$ cat src/rtl/mips_ctrl_pkg.sv
// Shared encodings for the multicycle MIPS control unit: FSM states, opcodes, functs,
// ALU control codes and datapath mux selects.
package mips_ctrl_pkg;

   typedef logic [3:0] state_t;

   localparam state_t FETCH   = 4'd0;
   localparam state_t DECODE  = 4'd1;
   localparam state_t MEMADR  = 4'd2;
   localparam state_t MEMRD   = 4'd3;
   localparam state_t MEMWB   = 4'd4;
   localparam state_t MEMWR   = 4'd5;
   localparam state_t RTYPEEX = 4'd6;
   localparam state_t RTYPEWB = 4'd7;
   localparam state_t BEQEX   = 4'd8;
   localparam state_t ADDIEX  = 4'd9;
   localparam state_t ADDIWB  = 4'd10;
   localparam state_t JEX     = 4'd11;
   localparam state_t ORIEX   = 4'd12;
   localparam state_t ORIWB   = 4'd13;

   localparam logic [5:0] OP_RTYPE = 6'b000000;
   localparam logic [5:0] OP_LW    = 6'b100011;
   localparam logic [5:0] OP_SW    = 6'b101011;
   localparam logic [5:0] OP_BEQ   = 6'b000100;
   localparam logic [5:0] OP_ADDI  = 6'b001000;
   localparam logic [5:0] OP_J     = 6'b000010;
   localparam logic [5:0] OP_ORI   = 6'b001101;

   localparam logic [5:0] FN_ADD = 6'b100000;
   localparam logic [5:0] FN_SUB = 6'b100010;
   localparam logic [5:0] FN_AND = 6'b100100;
   localparam logic [5:0] FN_OR  = 6'b100101;
   localparam logic [5:0] FN_SLT = 6'b101010;

   localparam logic [2:0] ALU_ADD = 3'b000;
   localparam logic [2:0] ALU_SUB = 3'b001;
   localparam logic [2:0] ALU_AND = 3'b010;
   localparam logic [2:0] ALU_OR  = 3'b011;
   localparam logic [2:0] ALU_SLT = 3'b100;

   // aluop tells the decoder whether to force an operation or look at funct
   localparam logic [1:0] ALUOP_ADD   = 2'b00;
   localparam logic [1:0] ALUOP_SUB   = 2'b01;
   localparam logic [1:0] ALUOP_FUNCT = 2'b10;
   localparam logic [1:0] ALUOP_OR    = 2'b11;

   localparam logic [1:0] SRCB_B     = 2'b00;
   localparam logic [1:0] SRCB_FOUR  = 2'b01;
   localparam logic [1:0] SRCB_IMM   = 2'b10;
   localparam logic [1:0] SRCB_IMMSH = 2'b11;

   localparam logic [1:0] PC_ALU    = 2'b00;
   localparam logic [1:0] PC_ALUOUT = 2'b01;
   localparam logic [1:0] PC_JUMP   = 2'b10;

endpackage

$ cat src/rtl/mips_alu_decoder.sv
// Maps (aluop, funct) to the 3-bit ALU control code; funct_valid_o drops for
// R-type functs the ALU does not implement.
module mips_alu_decoder
   import mips_ctrl_pkg::*;
(
   input  logic [1:0] aluop_i,
   input  logic [5:0] funct_i,
   output logic [2:0] alucontrol_o,
   output logic       funct_valid_o
);

   always_comb begin
      alucontrol_o  = ALU_ADD;
      funct_valid_o = 1'b1;
      unique case (aluop_i)
         ALUOP_ADD: alucontrol_o = ALU_ADD;
         ALUOP_SUB: alucontrol_o = ALU_SUB;
         ALUOP_OR:  alucontrol_o = ALU_OR;
         ALUOP_FUNCT: begin
            case (funct_i)
               FN_ADD:  alucontrol_o = ALU_ADD;
               FN_SUB:  alucontrol_o = ALU_SUB;
               FN_AND:  alucontrol_o = ALU_AND;
               FN_OR:   alucontrol_o = ALU_OR;
               FN_SLT:  alucontrol_o = ALU_SLT;
               default: funct_valid_o = 1'b0;
            endcase
         end
      endcase
   end

endmodule

$ cat src/rtl/mips_multicycle_ctrl.sv
// Moore control FSM for the multicycle MIPS datapath, with embedded ALU decoder.
// Define MIPS_CTRL_ORI_EN to add ori support and the zeroext output.
module mips_multicycle_ctrl
   import mips_ctrl_pkg::*;
#(
   parameter logic [3:0] RESET_STATE = 4'd0
) (
   input  logic       clk,
   input  logic       reset_n,
   input  logic [5:0] op,
   input  logic [5:0] funct,
   input  logic       zero,
   output logic       pcen,
   output logic       memwrite,
   output logic       irwrite,
   output logic       regwrite,
   output logic       alusrca,
   output logic [1:0] alusrcb,
   output logic       iord,
   output logic       memtoreg,
   output logic       regdst,
   output logic [1:0] pcsrc,
   output logic [2:0] alucontrol
`ifdef MIPS_CTRL_ORI_EN
   ,
   output logic       zeroext
`endif
);

   state_t     state_q, state_d;
   logic       funct_ok_q, funct_ok_d;
   logic       pcwrite_c, branch_c, memwrite_c, irwrite_c, regwrite_c;
   logic       alusrca_c, iord_c, memtoreg_c, regdst_c, zeroext_c;
   logic [1:0] alusrcb_c, pcsrc_c, aluop_c;
   logic [2:0] alucontrol_c;
   logic       funct_valid;

   mips_alu_decoder u_alu_decoder (
      .aluop_i       (aluop_c),
      .funct_i       (funct),
      .alucontrol_o  (alucontrol_c),
      .funct_valid_o (funct_valid)
   );

   always_comb begin
      state_d    = FETCH;
      funct_ok_d = funct_ok_q;
      pcwrite_c  = 1'b0;
      branch_c   = 1'b0;
      memwrite_c = 1'b0;
      irwrite_c  = 1'b0;
      regwrite_c = 1'b0;
      alusrca_c  = 1'b0;
      iord_c     = 1'b0;
      memtoreg_c = 1'b0;
      regdst_c   = 1'b0;
      zeroext_c  = 1'b0;
      alusrcb_c  = SRCB_B;
      pcsrc_c    = PC_ALU;
      aluop_c    = ALUOP_ADD;
      case (state_q)
         FETCH: begin
            irwrite_c = 1'b1;
            pcwrite_c = 1'b1;
            alusrcb_c = SRCB_FOUR;
            state_d   = DECODE;
         end
         DECODE: begin
            alusrcb_c = SRCB_IMMSH;
            case (op)
               OP_LW, OP_SW: state_d = MEMADR;
               OP_RTYPE:     state_d = RTYPEEX;
               OP_BEQ:       state_d = BEQEX;
               OP_ADDI:      state_d = ADDIEX;
               OP_J:         state_d = JEX;
`ifdef MIPS_CTRL_ORI_EN
               OP_ORI:       state_d = ORIEX;
`endif
               default:      state_d = FETCH;
            endcase
         end
         MEMADR: begin
            alusrca_c = 1'b1;
            alusrcb_c = SRCB_IMM;
            state_d   = (op == OP_SW) ? MEMWR : MEMRD;
         end
         MEMRD: begin
            iord_c  = 1'b1;
            state_d = MEMWB;
         end
         MEMWB: begin
            memtoreg_c = 1'b1;
            regwrite_c = 1'b1;
         end
         MEMWR: begin
            iord_c     = 1'b1;
            memwrite_c = 1'b1;
         end
         RTYPEEX: begin
            alusrca_c  = 1'b1;
            aluop_c    = ALUOP_FUNCT;
            funct_ok_d = funct_valid;
            state_d    = RTYPEWB;
         end
         RTYPEWB: begin
            // An unimplemented funct must not corrupt the register file
            regdst_c   = 1'b1;
            regwrite_c = funct_ok_q;
         end
         BEQEX: begin
            alusrca_c = 1'b1;
            aluop_c   = ALUOP_SUB;
            pcsrc_c   = PC_ALUOUT;
            branch_c  = 1'b1;
         end
         ADDIEX: begin
            alusrca_c = 1'b1;
            alusrcb_c = SRCB_IMM;
            state_d   = ADDIWB;
         end
         ADDIWB: regwrite_c = 1'b1;
         JEX: begin
            pcsrc_c   = PC_JUMP;
            pcwrite_c = 1'b1;
         end
`ifdef MIPS_CTRL_ORI_EN
         ORIEX: begin
            alusrca_c = 1'b1;
            alusrcb_c = SRCB_IMM;
            zeroext_c = 1'b1;
            aluop_c   = ALUOP_OR;
            state_d   = ORIWB;
         end
         ORIWB: regwrite_c = 1'b1;
`endif
         default: state_d = FETCH;
      endcase
   end

   always_ff @(posedge clk or negedge reset_n) begin
      if (!reset_n) begin
         state_q    <= RESET_STATE;
         funct_ok_q <= 1'b0;
      end else begin
         state_q    <= state_d;
         funct_ok_q <= funct_ok_d;
      end
   end

   // Outputs are gated so the datapath sees no strobes while reset is held
   always_comb begin
      pcen       = reset_n & (pcwrite_c | (branch_c & zero));
      memwrite   = reset_n & memwrite_c;
      irwrite    = reset_n & irwrite_c;
      regwrite   = reset_n & regwrite_c;
      alusrca    = reset_n & alusrca_c;
      alusrcb    = reset_n ? alusrcb_c : 2'b00;
      iord       = reset_n & iord_c;
      memtoreg   = reset_n & memtoreg_c;
      regdst     = reset_n & regdst_c;
      pcsrc      = reset_n ? pcsrc_c : 2'b00;
      alucontrol = reset_n ? alucontrol_c : 3'b000;
   end

`ifdef MIPS_CTRL_ORI_EN
   assign zeroext = reset_n & zeroext_c;
`else
   logic unused_zeroext;
   assign unused_zeroext = zeroext_c;
`endif

endmodule

$ cat config.mk
export PLATFORM = sky130hd
export DESIGN_NAME = mips_multicycle_ctrl
export DESIGN_NICKNAME = d
export VERILOG_FILES = /design/src/rtl/mips_ctrl_pkg.sv /design/src/rtl/mips_alu_decoder.sv /design/src/rtl/mips_multicycle_ctrl.sv
export SDC_FILE = /design/constraint.sdc
export NUM_CORES = 1
export LEC_CHECK = 0
export CORE_ASPECT_RATIO = 1.1
export CORE_MARGIN = 3
export CORE_UTILIZATION = 35
export CTS_BUF_LIST = sky130_fd_sc_hd__clkbuf_2
export DETAILED_ROUTE_END_ITERATION = 8
export PLACE_DENSITY = 0.76
export SETUP_SLACK_MARGIN = 0.2
export SLEW_MARGIN = 20
export SYNTH_ARGS = -nofsm -noshare
export SYNTH_HDL_FRONTEND = slang
export SYNTH_SLANG_ARGS = --single-unit
$ cat constraint.sdc
create_clock -name clk -period 2 [get_ports clk]
set_input_delay 0.6 -clock clk [delete_from_list [all_inputs] [get_ports clk]]
set_output_delay 0.6 -clock clk [all_outputs]
set_load 0.02 [all_outputs]
Word-level counts from Yosys, hierarchy flattened. Cells that the tools add are included.

Register bits after elaboration: 5. Bits of input ports: 15. Output and inout port bits: 15. Word-level logic and storage cells: 68.

Eq/ne operators: 24. Multiplexer cells: 22. Bitwise logic cells: 10. Reduce and logical (&&, ||, !) cells: 10.

Operator list (number): $eq 6x6->1 const B (7); $pmux 3 s4 (2); $pmux 4 s6 (1); $pmux 4 s5 (1); $eq 4x3->1 const B (4); $eq 4x4->1 const B (4); $mux 1 (10); $reduce_or 2->1 (5); $and 1x1->1 (9); $eq 4x2->1 const B (2); $pmux 2 s2 (2); $eq 6x2->1 const B (1); $eq 6x3->1 const B (1); $eq 6x4->1 const B (1); $logic_not 6->1 (1); $mux 3 (2); $pmux 2 s3 (1); $reduce_or 5->1 (1); $eq 2x2->1 const B (2); $eq 4x1->1 const B (1); $logic_not 4->1 (1); $mux 2 (2); $reduce_or 4->1 (1); $eq 2x1->1 const B (1); other kinds (3) (3).

Depth between registers and ports, before layout.
Depth after elaboration: 5. Depth in mapped cells: 4. Mapped depth without buffers: 3.

Cells and area by module. A second synthesis with hierarchy kept.

Cells, all modules: 90. Area total of the unflattened synthesis: 716.9 um^2.

By module, submodules not included: mips_multicycle_ctrl (instances 1, cells an instance 75, area an instance 596.8 um^2, seq. area each 125.1 um^2); mips_alu_decoder (instances 1, cells an instance 15, area an instance 120.1 um^2, seq. area each 0.0 um^2).

Worst setup path before layout. Ideal clock, no wire load.

Path type: input to output. Start: input port funct[5]. End: output port alucontrol[1]. Data arrival time: 1.739 ns. Required time: 1.400 ns. Path slack: -0.339 ns. Stages on the path: 3. Buffers on the path: 0. Path through: nor2b_1 -> or4b_1 -> nor4b_2.

Cells in the longest elaborated chain, start to end: 4. Elaborated cells on any way between the ends: 7.

RTL lines: start: declaration (line mips_multicycle_ctrl.sv:11) `input logic [5:0] funct,`; $eq 6x6->1 (line mips_alu_decoder.sv:20) `case (funct_i)`; $pmux 3 s4 * (line mips_alu_decoder.sv:20); $pmux 3 s4 * (line mips_alu_decoder.sv:15) `unique case (aluop_i)`; $mux 3 * (line mips_multicycle_ctrl.sv:162) `alucontrol = reset_n ? alucontrol_c : 3'b000;`; end: declaration (line mips_multicycle_ctrl.sv:23) `output logic [2:0] alucontrol`.

Mark *: on every way between the ends. The rest lies on a longest branch, timed or not.

Worst setup path after layout.
Start: register state_q[3]. End: output port alucontrol[1].

Cells in the longest elaborated chain, start to end: 5. Elaborated cells on any way between the ends: 9.

RTL lines: start: declaration (line mips_multicycle_ctrl.sv:30) `state_t state_q, state_d;`; start signal: assignment (line mips_multicycle_ctrl.sv:145) `state_q <= state_d;`; $eq 4x4->1 / $eq 4x3->1 (equally long branches) (line mips_multicycle_ctrl.sv:61) `case (state_q)`; $pmux 2 s2 * (line mips_multicycle_ctrl.sv:61); $eq 2x2->1 (tied with other cells) (line mips_alu_decoder.sv:15); $pmux 3 s4 * (line mips_alu_decoder.sv:15); $mux 3 * (line mips_multicycle_ctrl.sv:162).

Marks and branches as above.

==> run_summary.xml <==
<?xml version="1.0" encoding="UTF-8"?>
<metrics>
  <group name="placed_design">
    <metric name="rd_place_congestion" unit="">0.757</metric>
    <metric name="place.detailed.instances" unit="">139</metric>
    <metric name="placement_cell_area" unit="um2">1090</metric>
    <metric name="hpwlAfterDp" unit="um">1610</metric>
    <metric name="numPortBuffers" unit="">29</metric>
  </group>
  <group name="synthesis">
    <metric name="synth-edff-count" unit="">0</metric>
    <metric name="mapped_avg_cell_area" unit="um2">7.52</metric>
    <metric name="synthCells" unit="">79</metric>
    <metric name="yosysTopAreaCell" unit="">sky130_fd_sc_hd__dfrtp_1</metric>
    <metric name="mappedNetlistArea" unit="um2">594</metric>
    <metric name="top_area_cells_in_the_synthesized_netlist" unit="">sky130_fd_sc_hd__dfrtp_1 21%, sky130_fd_sc_hd__nand2b_1 4.2%, sky130_fd_sc_hd__nor2b_1 4.2%</metric>
    <metric name="synth_warn" unit="">0</metric>
    <metric name="synthDominantCellAreaShare" unit="">0.211</metric>
    <metric name="postSynthNetCount" unit="">94</metric>
    <metric name="postSynth.asyncResetShare" unit="">1.00</metric>
    <metric name="synth.lib_cells_used.distinct" unit="">37</metric>
    <metric name="synth.yosys.seq_area_share" unit="">0.211</metric>
    <metric name="number_of_synthesized_register_bits" unit="">5</metric>
    <metric name="synth_flop_cell" unit="">sky130_fd_sc_hd__dfrtp_1</metric>
  </group>
  <group name="route">
    <metric name="via_density" unit="">5.97</metric>
    <metric name="via_count" unit="">932</metric>
    <metric name="wire_per_inst" unit="um">21.4</metric>
    <metric name="drt-initial-drc-count" unit="">21</metric>
    <metric name="totalWireLength" unit="um">3340</metric>
    <metric name="ant_nets" unit="">0</metric>
    <metric name="post-route-drc-count" unit="">0</metric>
    <metric name="drt_pass1_iterations" unit="">4</metric>
  </group>
  <group name="sta">
    <metric name="final.setup.tns" unit="ns">-2.86</metric>
    <metric name="slew-limit-headroom" unit="">0.767</metric>
    <metric name="post-route-period-util" unit="">1.20</metric>
    <metric name="clock.fmax" unit="GHz">0.418</metric>
    <metric name="finClkSkew" unit="ns">0.00449</metric>
    <metric name="final.hold.worst_slack" unit="ns">0.277</metric>
    <metric name="slew_worst_pin" unit="ns">0.345</metric>
    <metric name="layout_min_cycle_time" unit="ns">2.40</metric>
    <metric name="number_of_setup_violations_in_the_final_report" unit="">13</metric>
    <metric name="maxSlewViolCount" unit="">0</metric>
    <metric name="setup_repair_after_global_routing_missed_its_margin" unit="">true</metric>
    <metric name="hold_violations" unit="">0</metric>
    <metric name="finalWorstSetupSlack" unit="ns">-0.395</metric>
  </group>
  <group name="cts">
    <metric name="cts_num_sinks" unit="">5</metric>
    <metric name="cts.root.buffer_cell" unit="">sky130_fd_sc_hd__clkbuf_2</metric>
    <metric name="path_clk_slew" unit="ns">0.08</metric>
    <metric name="tritoncts.num_buffers" unit="">3</metric>
    <metric name="worst_skew_pair.late_latency" unit="ns">0.23</metric>
    <metric name="max-clock-path-buffers" unit="">2</metric>
    <metric name="h-tree-depth" unit="">1</metric>
    <metric name="tritoncts" unit="">yes</metric>
  </group>
  <group name="grt">
    <metric name="globalRouteTotalUtil" unit="">0.249</metric>
    <metric name="pin_count_of_the_biggest_net_entering_global_routing" unit="">17</metric>
    <metric name="grt_pass1_wl" unit="um">4110</metric>
    <metric name="grt_remaining_overflow" unit="">0</metric>
    <metric name="initial_antenna_violation_count" unit="">0</metric>
    <metric name="first_global_vias" unit="">882</metric>
  </group>
  <group name="floorplanning">
    <metric name="initial_core_util" unit="">0.404</metric>
    <metric name="dieArea" unit="um2">2230</metric>
    <metric name="pin_count" unit="">30</metric>
    <metric name="die_extent_in_y" unit="um">49.2</metric>
    <metric name="chipWidth" unit="um">45.3</metric>
    <metric name="core_region_area" unit="um2">1470</metric>
    <metric name="count_of_standard_cell_rows" unit="">14</metric>
  </group>
  <group name="layout">
    <metric name="fin_cells" unit="">156</metric>
    <metric name="final_common_cell" unit="">sky130_fd_sc_hd__buf_4</metric>
    <metric name="final_net_count" unit="">156</metric>
    <metric name="fin_area" unit="um2">1370</metric>
    <metric name="area_growth_syn_to_layout" unit="%">131</metric>
    <metric name="antenna_cells_inserted" unit="">0</metric>
    <metric name="final_layout_size_suffix_gt1_frac" unit="">0.664</metric>
    <metric name="mostFrequentLayoutCells" unit="">26 x sky130_fd_sc_hd__buf_4, 23 x sky130_fd_sc_hd__buf_6, 6 x sky130_fd_sc_hd__buf_2</metric>
  </group>
  <group name="power_and_ir_drop">
    <metric name="ir_drop" unit="mV">0.483</metric>
    <metric name="finalPower" unit="mW">1.17</metric>
    <metric name="power_per_cell_area" unit="nW/um2">855</metric>
    <metric name="p_leak" unit="nW">0.573</metric>
  </group>
  <group name="setup_path">
    <metric name="critical_path.cell_chain" unit="">nand3b_1 -&gt; or4b_4 -&gt; nor4b_4 -&gt; buf_4</metric>
    <metric name="cp.required" unit="ns">1.40</metric>
    <metric name="setup.worst_path.class" unit="">flop to output port</metric>
    <metric name="arrival" unit="ns">1.80</metric>
    <metric name="slowest_delay" unit="ns">0.54</metric>
    <metric name="start_kind" unit="">flop</metric>
    <metric name="path_max_fanout" unit="">2</metric>
    <metric name="cpMaxStageDelayCell" unit="">sky130_fd_sc_hd__or4b_4</metric>
    <metric name="cp-end-kind" unit="">output port</metric>
  </group>
  <group name="run_status">
    <metric name="violations" unit="">setup timing</metric>
    <metric name="status" unit="">finished, violations left</metric>
  </group>
  <group name="job">
    <metric name="max_cap_violations" unit="">0</metric>
  </group>
  <group name="worst_hold_path">
    <metric name="min-delay-path-class" unit="">primary input to asynchronous set/reset pin</metric>
  </group>
</metrics>
-- per-stage QoR --
stage | utilization | worst slack (ns)
after global placement | 0.740 | -1.19
final | 0.931 | -0.395
after detailed placement | 0.740 | -1.26
after floorplan | - | -0.240
after CTS | 0.832 | -0.351
after global routing | 0.931 | -0.452
-- Yosys cell counts, drive strengths merged, types with 2 or more instances --
cell	count
or3	2
dfrtp	5
nand3	3
or4	3
a21boi	3
nor2b	4
clkbuf	3
nand2b	4
nand2	5
inv	3
nor3b	3
a21oi	3
nor2	6
o21ai	5
xnor2	2
nor3	5
-- what timing repair did --
action                                  4_1_cts  5_1_grt
resized for setup                           147       28
pin swaps                                    15       13
cloned                                        0        0
buffers inserted                              8        5
endpoints found under the setup margin       18       15
hold buffers                                  0        0
-- final cells by class --
class                           instances  area (um2)
Sequential cell                         5         125
Fill cell                              51         101
Timing Repair Buffer                   61         548
Inverter                                3        13.8
Tap cell                               16        20.0
Clock buffer                            4        20.0
Multi-Input combinational cell         67         643
-- per-layer routing --
layer | global-route usage | part of all wire | vias to the layer above
met4 | 0.102 | 0.019 | 0
met1 | 0.268 | 0.39 | 450
met5 | 0 | 0 | -
li1 | - | - | 422
met2 | 0.455 | 0.51 | 51
met3 | 0.0369 | 0.081 | 9
-- logic make-up (layout without fill, tap and decap cells) --
group,Yosys count,after routing,synth area share
xor gates and xnor gates,3,3,0.0442
buffers and inverters,7,68,0.0442
and+or+nand+nor,44,44,0.455
AOI/OAI and AO/OA,18,18,0.211
muxes,2,2,0.0358
DFF,5,5,0.211
-- state kept, by name, indices dropped and copies added, names as in the netlist --
register    flops
funct_ok_q      1
state_q         4
-- critical path, delay by kind of cell (launching register included) --
family                 cells  cell delay, ns
flip-flops                 1            0.40
AND/OR/NAND/NOR            3            0.98
buffers and inverters      1            0.18
-- final timing paths --
check | slack [ns] | cells after the start | to | start
worst max-delay path | -0.40 | 4 | alucontrol[1] | state_q[3]
worst min-delay path | 0.28 | 2 | state_q[0] | reset_n
worst max register to register | 0.06 | 8 | state_q[3] | state_q[3]
worst min register to register | 0.54 | 1 | funct_ok_q | funct_ok_q
max in group asynchronous | 1.57 | 2 | state_q[2] | reset_n
min in group clk | 0.54 | 1 | funct_ok_q | funct_ok_q
-- report_power, final --
group / internal [mW] / leakage [nW] / switching (mW)
Clock: 0.0532 / 0.0166 / 0.0533
Sequential: 0.129 / 0.0666 / 0.0287
Combinational: 0.424 / 0.490 / 0.484
Total: 0.606 / 0.573 / 0.566
(Power assumes the default switching activity.)
